--- config.mk ---
export PLATFORM = sky130hd
export DESIGN_NAME = lc3_regfile_mp
export DESIGN_NICKNAME = d
export VERILOG_FILES = /design/src/rtl/lc3_rf_pkg.sv /design/src/rtl/lc3_rf_scoreboard.sv /design/src/rtl/lc3_regfile_mp.sv
export SDC_FILE = /design/constraint.sdc
export NUM_CORES = 1
export LEC_CHECK = 0
export BUFFER_PORTS_ARGS = -buffer_cell sky130_fd_sc_hd__buf_2
export CORE_ASPECT_RATIO = 1.4
export CORE_MARGIN = 2
export CORE_UTILIZATION = 45
export DETAILED_ROUTE_END_ITERATION = 6
export PLACE_DENSITY_LB_ADDON = 0.12
export SLEW_MARGIN = 10
export SYNTH_ARGS = -nofsm -noshare
export SYNTH_HDL_FRONTEND = slang
export SYNTH_SLANG_ARGS = --single-unit
export TNS_END_PERCENT = 5
--- constraint.sdc ---
create_clock -name clock -period 2.4 [get_ports clock]
set_input_delay 0.6 -clock clock [delete_from_list [all_inputs] [get_ports clock]]
set_output_delay 0.6 -clock clock [all_outputs]
set_load 0.03 [all_outputs]
--- src/rtl/lc3_rf_pkg.sv ---
// Shared types and constants for the LC-3 style multi-port register file.
// Holds the FSM state enum, nzp bit positions and parameter defaults.
package lc3_rf_pkg;

  localparam int DEF_DATA_W   = 16;
  localparam int DEF_NUM_REGS = 8;

  localparam int NZP_N = 2;
  localparam int NZP_Z = 1;
  localparam int NZP_P = 0;
  localparam logic [2:0] NZP_CLEAR = 3'b010;

  typedef enum logic {
    CLEAR = 1'b0,
    RUN   = 1'b1
  } rf_state_e;

endpackage

--- src/rtl/lc3_rf_scoreboard.sv ---
// Pending-result bits for each register and the busy flags derived from them.
// A lock (issue) beats a write (retire) aimed at the same index in one cycle.
module lc3_rf_scoreboard #(
  parameter int  NUM_REGS = 8,
  parameter bit  BYPASS   = 1'b1,
  localparam int ADDR_W   = $clog2(NUM_REGS)
) (
  input  logic              clock,
  input  logic              reset_n,
  input  logic              flush,
  input  logic              lock,
  input  logic [ADDR_W-1:0] lock_dr,
  input  logic              wr,
  input  logic [ADDR_W-1:0] dr,
  input  logic [ADDR_W-1:0] sr1,
  input  logic [ADDR_W-1:0] sr2,
  output logic              busy1,
  output logic              busy2
);

  logic [NUM_REGS-1:0] pending;
  logic [NUM_REGS-1:0] pending_nxt;

  always_comb begin
    pending_nxt = pending;
    if (wr)   pending_nxt[dr]      = 1'b0;
    if (lock) pending_nxt[lock_dr] = 1'b1;
  end

  always_ff @(posedge clock or negedge reset_n) begin
    if (!reset_n)   pending <= '0;
    else if (flush) pending <= '0;
    else            pending <= pending_nxt;
  end

  // A write landing this cycle resolves the hazard early when forwarding is on.
  assign busy1 = pending[sr1] & ~(BYPASS & wr & (dr == sr1));
  assign busy2 = pending[sr2] & ~(BYPASS & wr & (dr == sr2));

endmodule

--- src/rtl/lc3_regfile_mp.sv ---
// Two-read/one-write register file with condition codes, pending-result tracking
// and a sequential zero-fill (CLEAR) that runs after reset or on request.
module lc3_regfile_mp
  import lc3_rf_pkg::*;
#(
  parameter int  DATA_W   = DEF_DATA_W,
  parameter int  NUM_REGS = DEF_NUM_REGS,
  parameter bit  BYPASS   = 1'b1,
  localparam int ADDR_W   = $clog2(NUM_REGS)
) (
  input  logic              clock,
  input  logic              reset_n,
  input  logic              wr,
  input  logic [ADDR_W-1:0] dr,
  input  logic [DATA_W-1:0] din,
  input  logic              setcc,
  input  logic [ADDR_W-1:0] sr1,
  input  logic [ADDR_W-1:0] sr2,
  output logic [DATA_W-1:0] d1,
  output logic [DATA_W-1:0] d2,
  input  logic              lock,
  input  logic [ADDR_W-1:0] lock_dr,
  output logic              busy1,
  output logic              busy2,
  output logic [2:0]        nzp,
  input  logic              clr_req,
  output logic              ready,
  output rf_state_e         fsm_state
);

  logic [DATA_W-1:0] ram [NUM_REGS];
  rf_state_e         state, state_nxt;
  logic [ADDR_W-1:0] cnt, cnt_nxt;
  logic              run, wr_ok, lock_ok, flush;
  logic              sb_busy1, sb_busy2;

  function automatic logic [2:0] cc_of(input logic [DATA_W-1:0] v);
    logic [2:0] cc;
    cc        = '0;
    cc[NZP_N] = v[DATA_W-1];
    cc[NZP_Z] = (v == '0);
    cc[NZP_P] = ~v[DATA_W-1] & (v != '0);
    return cc;
  endfunction

  assign run     = (state == RUN);
  assign wr_ok   = run & wr;
  assign lock_ok = run & lock;
  // Pending bits and nzp are reset on the edge into CLEAR and held there.
  assign flush   = ~run | clr_req;

  always_ff @(posedge clock or negedge reset_n) begin
    if (!reset_n) begin
      state <= CLEAR;
      cnt   <= '0;
    end else begin
      state <= state_nxt;
      cnt   <= cnt_nxt;
    end
  end

  always_comb begin
    state_nxt = state;
    cnt_nxt   = cnt;
    case (state)
      CLEAR: begin
        cnt_nxt = cnt + ADDR_W'(1);
        if (cnt == ADDR_W'(NUM_REGS - 1)) begin
          state_nxt = RUN;
          cnt_nxt   = '0;
        end
      end
      RUN: begin
        if (clr_req) begin
          state_nxt = CLEAR;
          cnt_nxt   = '0;
        end
      end
      default: begin
        state_nxt = CLEAR;
        cnt_nxt   = '0;
      end
    endcase
  end

  // Storage is deliberately unreset; only the CLEAR walk zeroes it.
  always_ff @(posedge clock) begin
    if (!run)       ram[cnt] <= '0;
    else if (wr_ok) ram[dr]  <= din;
  end

  always_ff @(posedge clock or negedge reset_n) begin
    if (!reset_n)            nzp <= NZP_CLEAR;
    else if (flush)          nzp <= NZP_CLEAR;
    else if (wr_ok && setcc) nzp <= cc_of(din);
  end

  assign d1 = !run ? '0 : ((BYPASS && wr && (dr == sr1)) ? din : ram[sr1]);
  assign d2 = !run ? '0 : ((BYPASS && wr && (dr == sr2)) ? din : ram[sr2]);

  lc3_rf_scoreboard #(
    .NUM_REGS (NUM_REGS),
    .BYPASS   (BYPASS)
  ) u_scoreboard (
    .clock   (clock),
    .reset_n (reset_n),
    .flush   (flush),
    .lock    (lock_ok),
    .lock_dr (lock_dr),
    .wr      (wr_ok),
    .dr      (dr),
    .sr1     (sr1),
    .sr2     (sr2),
    .busy1   (sb_busy1),
    .busy2   (sb_busy2)
  );

  assign busy1     = run & sb_busy1;
  assign busy2     = run & sb_busy2;
  assign ready     = run;
  assign fsm_state = state;

endmodule
==> run summary <==
core area: 0.01610 mm²
crit path kind: input port to output port
Final Slew Violations: 0
Root Driver: sky130_fd_sc_hd__clkbuf_16
launching element of the worst setup path: sr2[1]
final estimated routing congestion in global placement: 0.8465
largest driver fanout on the critical path: 8
hold bufs inserted after CTS: 0
via count: 5,447
# diodes: 0
share of synthesized area occupied by flip-flops and latches: 0.5725
period utilization: 1.024
Main synth FF type: sky130_fd_sc_hd__edfxtp_1
largest net degree at the start of global routing: 39
detailed-placement wirelength estimate: 14,330 µm
violations in the final reports: setup timing
Yosys cell types: 39
routed len/inst: 25.65 µm
area overhead of the layout relative to synthesis: 34.56%
Post-Synthesis Cells: 536
LEAKAGE: 3.753 nW
die width: 112.2 µm
effective utilization at floorplan: 0.4578
number of global-route vias before repair: 5,575
CP Capture Type: output port
clock tree from TritonCTS: done
r2r startpoint: fsm_state
clk sinks: 143
cell area after synthesis: 0.007372 mm²
die footprint: 0.01744 mm²
slack of the worst reg-to-reg path: 0.38 ns
number of violations reported at the end of detailed-routing iteration 0: 364
initial antenna violation count: 0
critical path launch point type: input port
r2r worst-path depth: 4
fraction of final layout cells with drive strength greater than 1: 0.4361
clock skew: 0.008754 ns
Filler Cell Count: 1,254
minimum clock period: 2.457 ns
first-pass GRT wire length: 32,080 µm
number of maximum-capacitance constraint violations: 0
PnR worst setup slack: -0.05653 ns
post-detailed-route via-to-cell ratio: 6.190
DRC: 0
power per cell area: 1015 mW/mm²
Max H-tree Level: 4
fraction of post-synthesis cell area in the top cell type by area: 0.5214
standard-cell rows: 55
aggregate global-route resource usage: 0.2469
Synth Net Count: 572
leading post-synthesis cells by cell area: sky130_fd_sc_hd__edfxtp_1 (52%), sky130_fd_sc_hd__mux4_2 (9.2%), sky130_fd_sc_hd__mux2i_1 (8.8%)
run status: complete, but fails checks
most frequent cell after synthesis: sky130_fd_sc_hd__edfxtp_1
number of enable flip-flop cells after synthesis: 128
worst r2r dst: ram[3][11]
source-to-sink clock delay at the later pin of the worst-skew pair: 0.42 ns
CTS Buf Count: 17
biggest area consumer among synthesized cells: sky130_fd_sc_hd__edfxtp_1
Final Core Density: 0.6160
CTS clock-pin slew for the worst setup and hold paths: 0.06 ns
Max transition margin: 0.6930
Total Power: 10.07 mW
overall die height: 155.4 µm
maximum number of buffers from clock root to sink: 2
net total in the final layout: 704
count of nets left with antenna violations after detail routing: 0
average size of a mapped cell: 13.75 µm²
first-pass detailed-route iteration total: 5
remaining global-route overflow: 0
number of synthesized register bits: 143
final hold violation count: 0
I/O pin count: 73
Buffers on Ports: 72
Routed Wire Length: 22,570 µm
worst endpoint required time: 1.80 ns
measured slew at the worst slew-check pin: 0.4563 ns
data arrival time at the worst-slack endpoint: 1.86 ns
count of warnings emitted by yosys: 0
async set-or-reset flop fraction in the synthesized netlist: 0.1049
Post-synth top cells: sky130_fd_sc_hd__edfxtp_1 (128), sky130_fd_sc_hd__a21oi_1 (73), sky130_fd_sc_hd__mux2i_1 (65)
Setup violations, final: 21
worst hold path type: input port to asynchronous set/reset pin
RSZ-0062 raised after global routing: true
top achievable clock speed: 407.1 MHz
worst voltage drop across the vdd grid: 0.5469 mV
[cells by family (layout without fill, tap and decap cells)]
family	after synthesis	in the layout	share of synthesized area
xor gates and xnor gates	6	6	0.007128
and+or+nand+nor	82	82	0.05702
DFF	143	143	0.5725
buffers and inverters	48	193	0.04022
muxes	104	104	0.2099
adders and majority gates	2	2	0.003394
AOI/OAI and AO/OA	151	151	0.1098
[how the worst max path moves through the flow]
stage	cells after the start	endpoint	slack, ns
after detailed placement	6	d1[10]	-0.17
after global routing	8	d2[14]	-0.1
after floorplan	7	d1[11]	-0.04
after CTS	8	d2[11]	-0.04
after global placement	6	d1[10]	-0.17
final	8	d2[14]	-0.06
[state kept, by name, summed over array words and instances, names as in the netlist]
| name | cells |
|---|---|
| cnt | 3 |
| fsm_state | 1 |
| nzp | 3 |
| ram | 128 |
| u_scoreboard.pending | 8 |
[metal layers]
metal / vias to the layer above / share of wire / GRT usage
met3: 57 / 0.054 / 0.04558
met2: 245 / 0.51 / 0.4223
li1: 2410 / - / -
met1: 2735 / 0.40 / 0.3092
met5: - / 0 / 0
met4: 0 / 0.032 / 0.1039
[what timing repair did]
item,in CTS,in global routing
cloned,3,6
resized for setup,87,99
buffers inserted,0,2
setup endpoints to repair,34,33
pin swaps,19,12
[per-stage QoR]
stage | TNS [ns] | area, µm² | setup WS, ns | hold WS, ns | instances
after detailed placement | -3.746 | 8477 | -0.1727 | 0.5257 | 837
after CTS | -0.2712 | 9408 | -0.03681 | 0.07881 | 872
after global placement | -3.535 | 8477 | -0.1713 | 0.4845 | 837
final | -0.5512 | 9920 | -0.05653 | 0.07402 | 880
after floorplan | -0.7052 | 7376 | -0.03842 | 0.3044 | 536
after global routing | -1.725 | 9920 | -0.09811 | 0.08091 | 880
[layout make-up]
type                    instances  area, µm²  area share
repair buffers                158       1628      0.1641
inverters                       3      11.26    0.001135
clock inverters                14      135.1     0.01362
well taps                     199      249.0     0.02510
flip-flops and latches        143       4224      0.4258
multi-input cells             345       3243      0.3269
clock buffers                  18      429.2     0.04326
[cell usage in the layout (no fill, tap or decap), types with 16 or more instances in the layout]
cell type,count
sky130_fd_sc_hd__clkbuf_16,22
sky130_fd_sc_hd__o21ai_1,21
sky130_fd_sc_hd__nand2_1,21
sky130_fd_sc_hd__buf_6,29
sky130_fd_sc_hd__mux4_2,35
sky130_fd_sc_hd__buf_12,18
sky130_fd_sc_hd__o21ai_0,21
sky130_fd_sc_hd__o22ai_2,22
sky130_fd_sc_hd__mux2i_1,65
sky130_fd_sc_hd__buf_4,67
sky130_fd_sc_hd__edfxtp_1,128
sky130_fd_sc_hd__nor2_1,16
sky130_fd_sc_hd__a21oi_2,28
sky130_fd_sc_hd__a21oi_1,34
sky130_fd_sc_hd__and3_1,17
sky130_fd_sc_hd__buf_2,32
[critical path: stages]
cell,delay (ns)
sky130_fd_sc_hd__buf_12,0.11
sky130_fd_sc_hd__buf_12,0.13
sky130_fd_sc_hd__xnor2_2,0.11
sky130_fd_sc_hd__nand4_1,0.20
sky130_fd_sc_hd__buf_6,0.20
sky130_fd_sc_hd__clkbuf_16,0.19
sky130_fd_sc_hd__a21oi_4,0.16
sky130_fd_sc_hd__buf_6,0.14
[where the power goes]
part	internal [mW]	leakage, nW	total (mW)	switching (mW)
clock	1.44	0.258	2.54	1.10
sequential	3.62	1.42	3.99	0.372
combinational	1.45	2.08	3.54	2.09
Note: power is estimated with default switching activity, not from simulation.
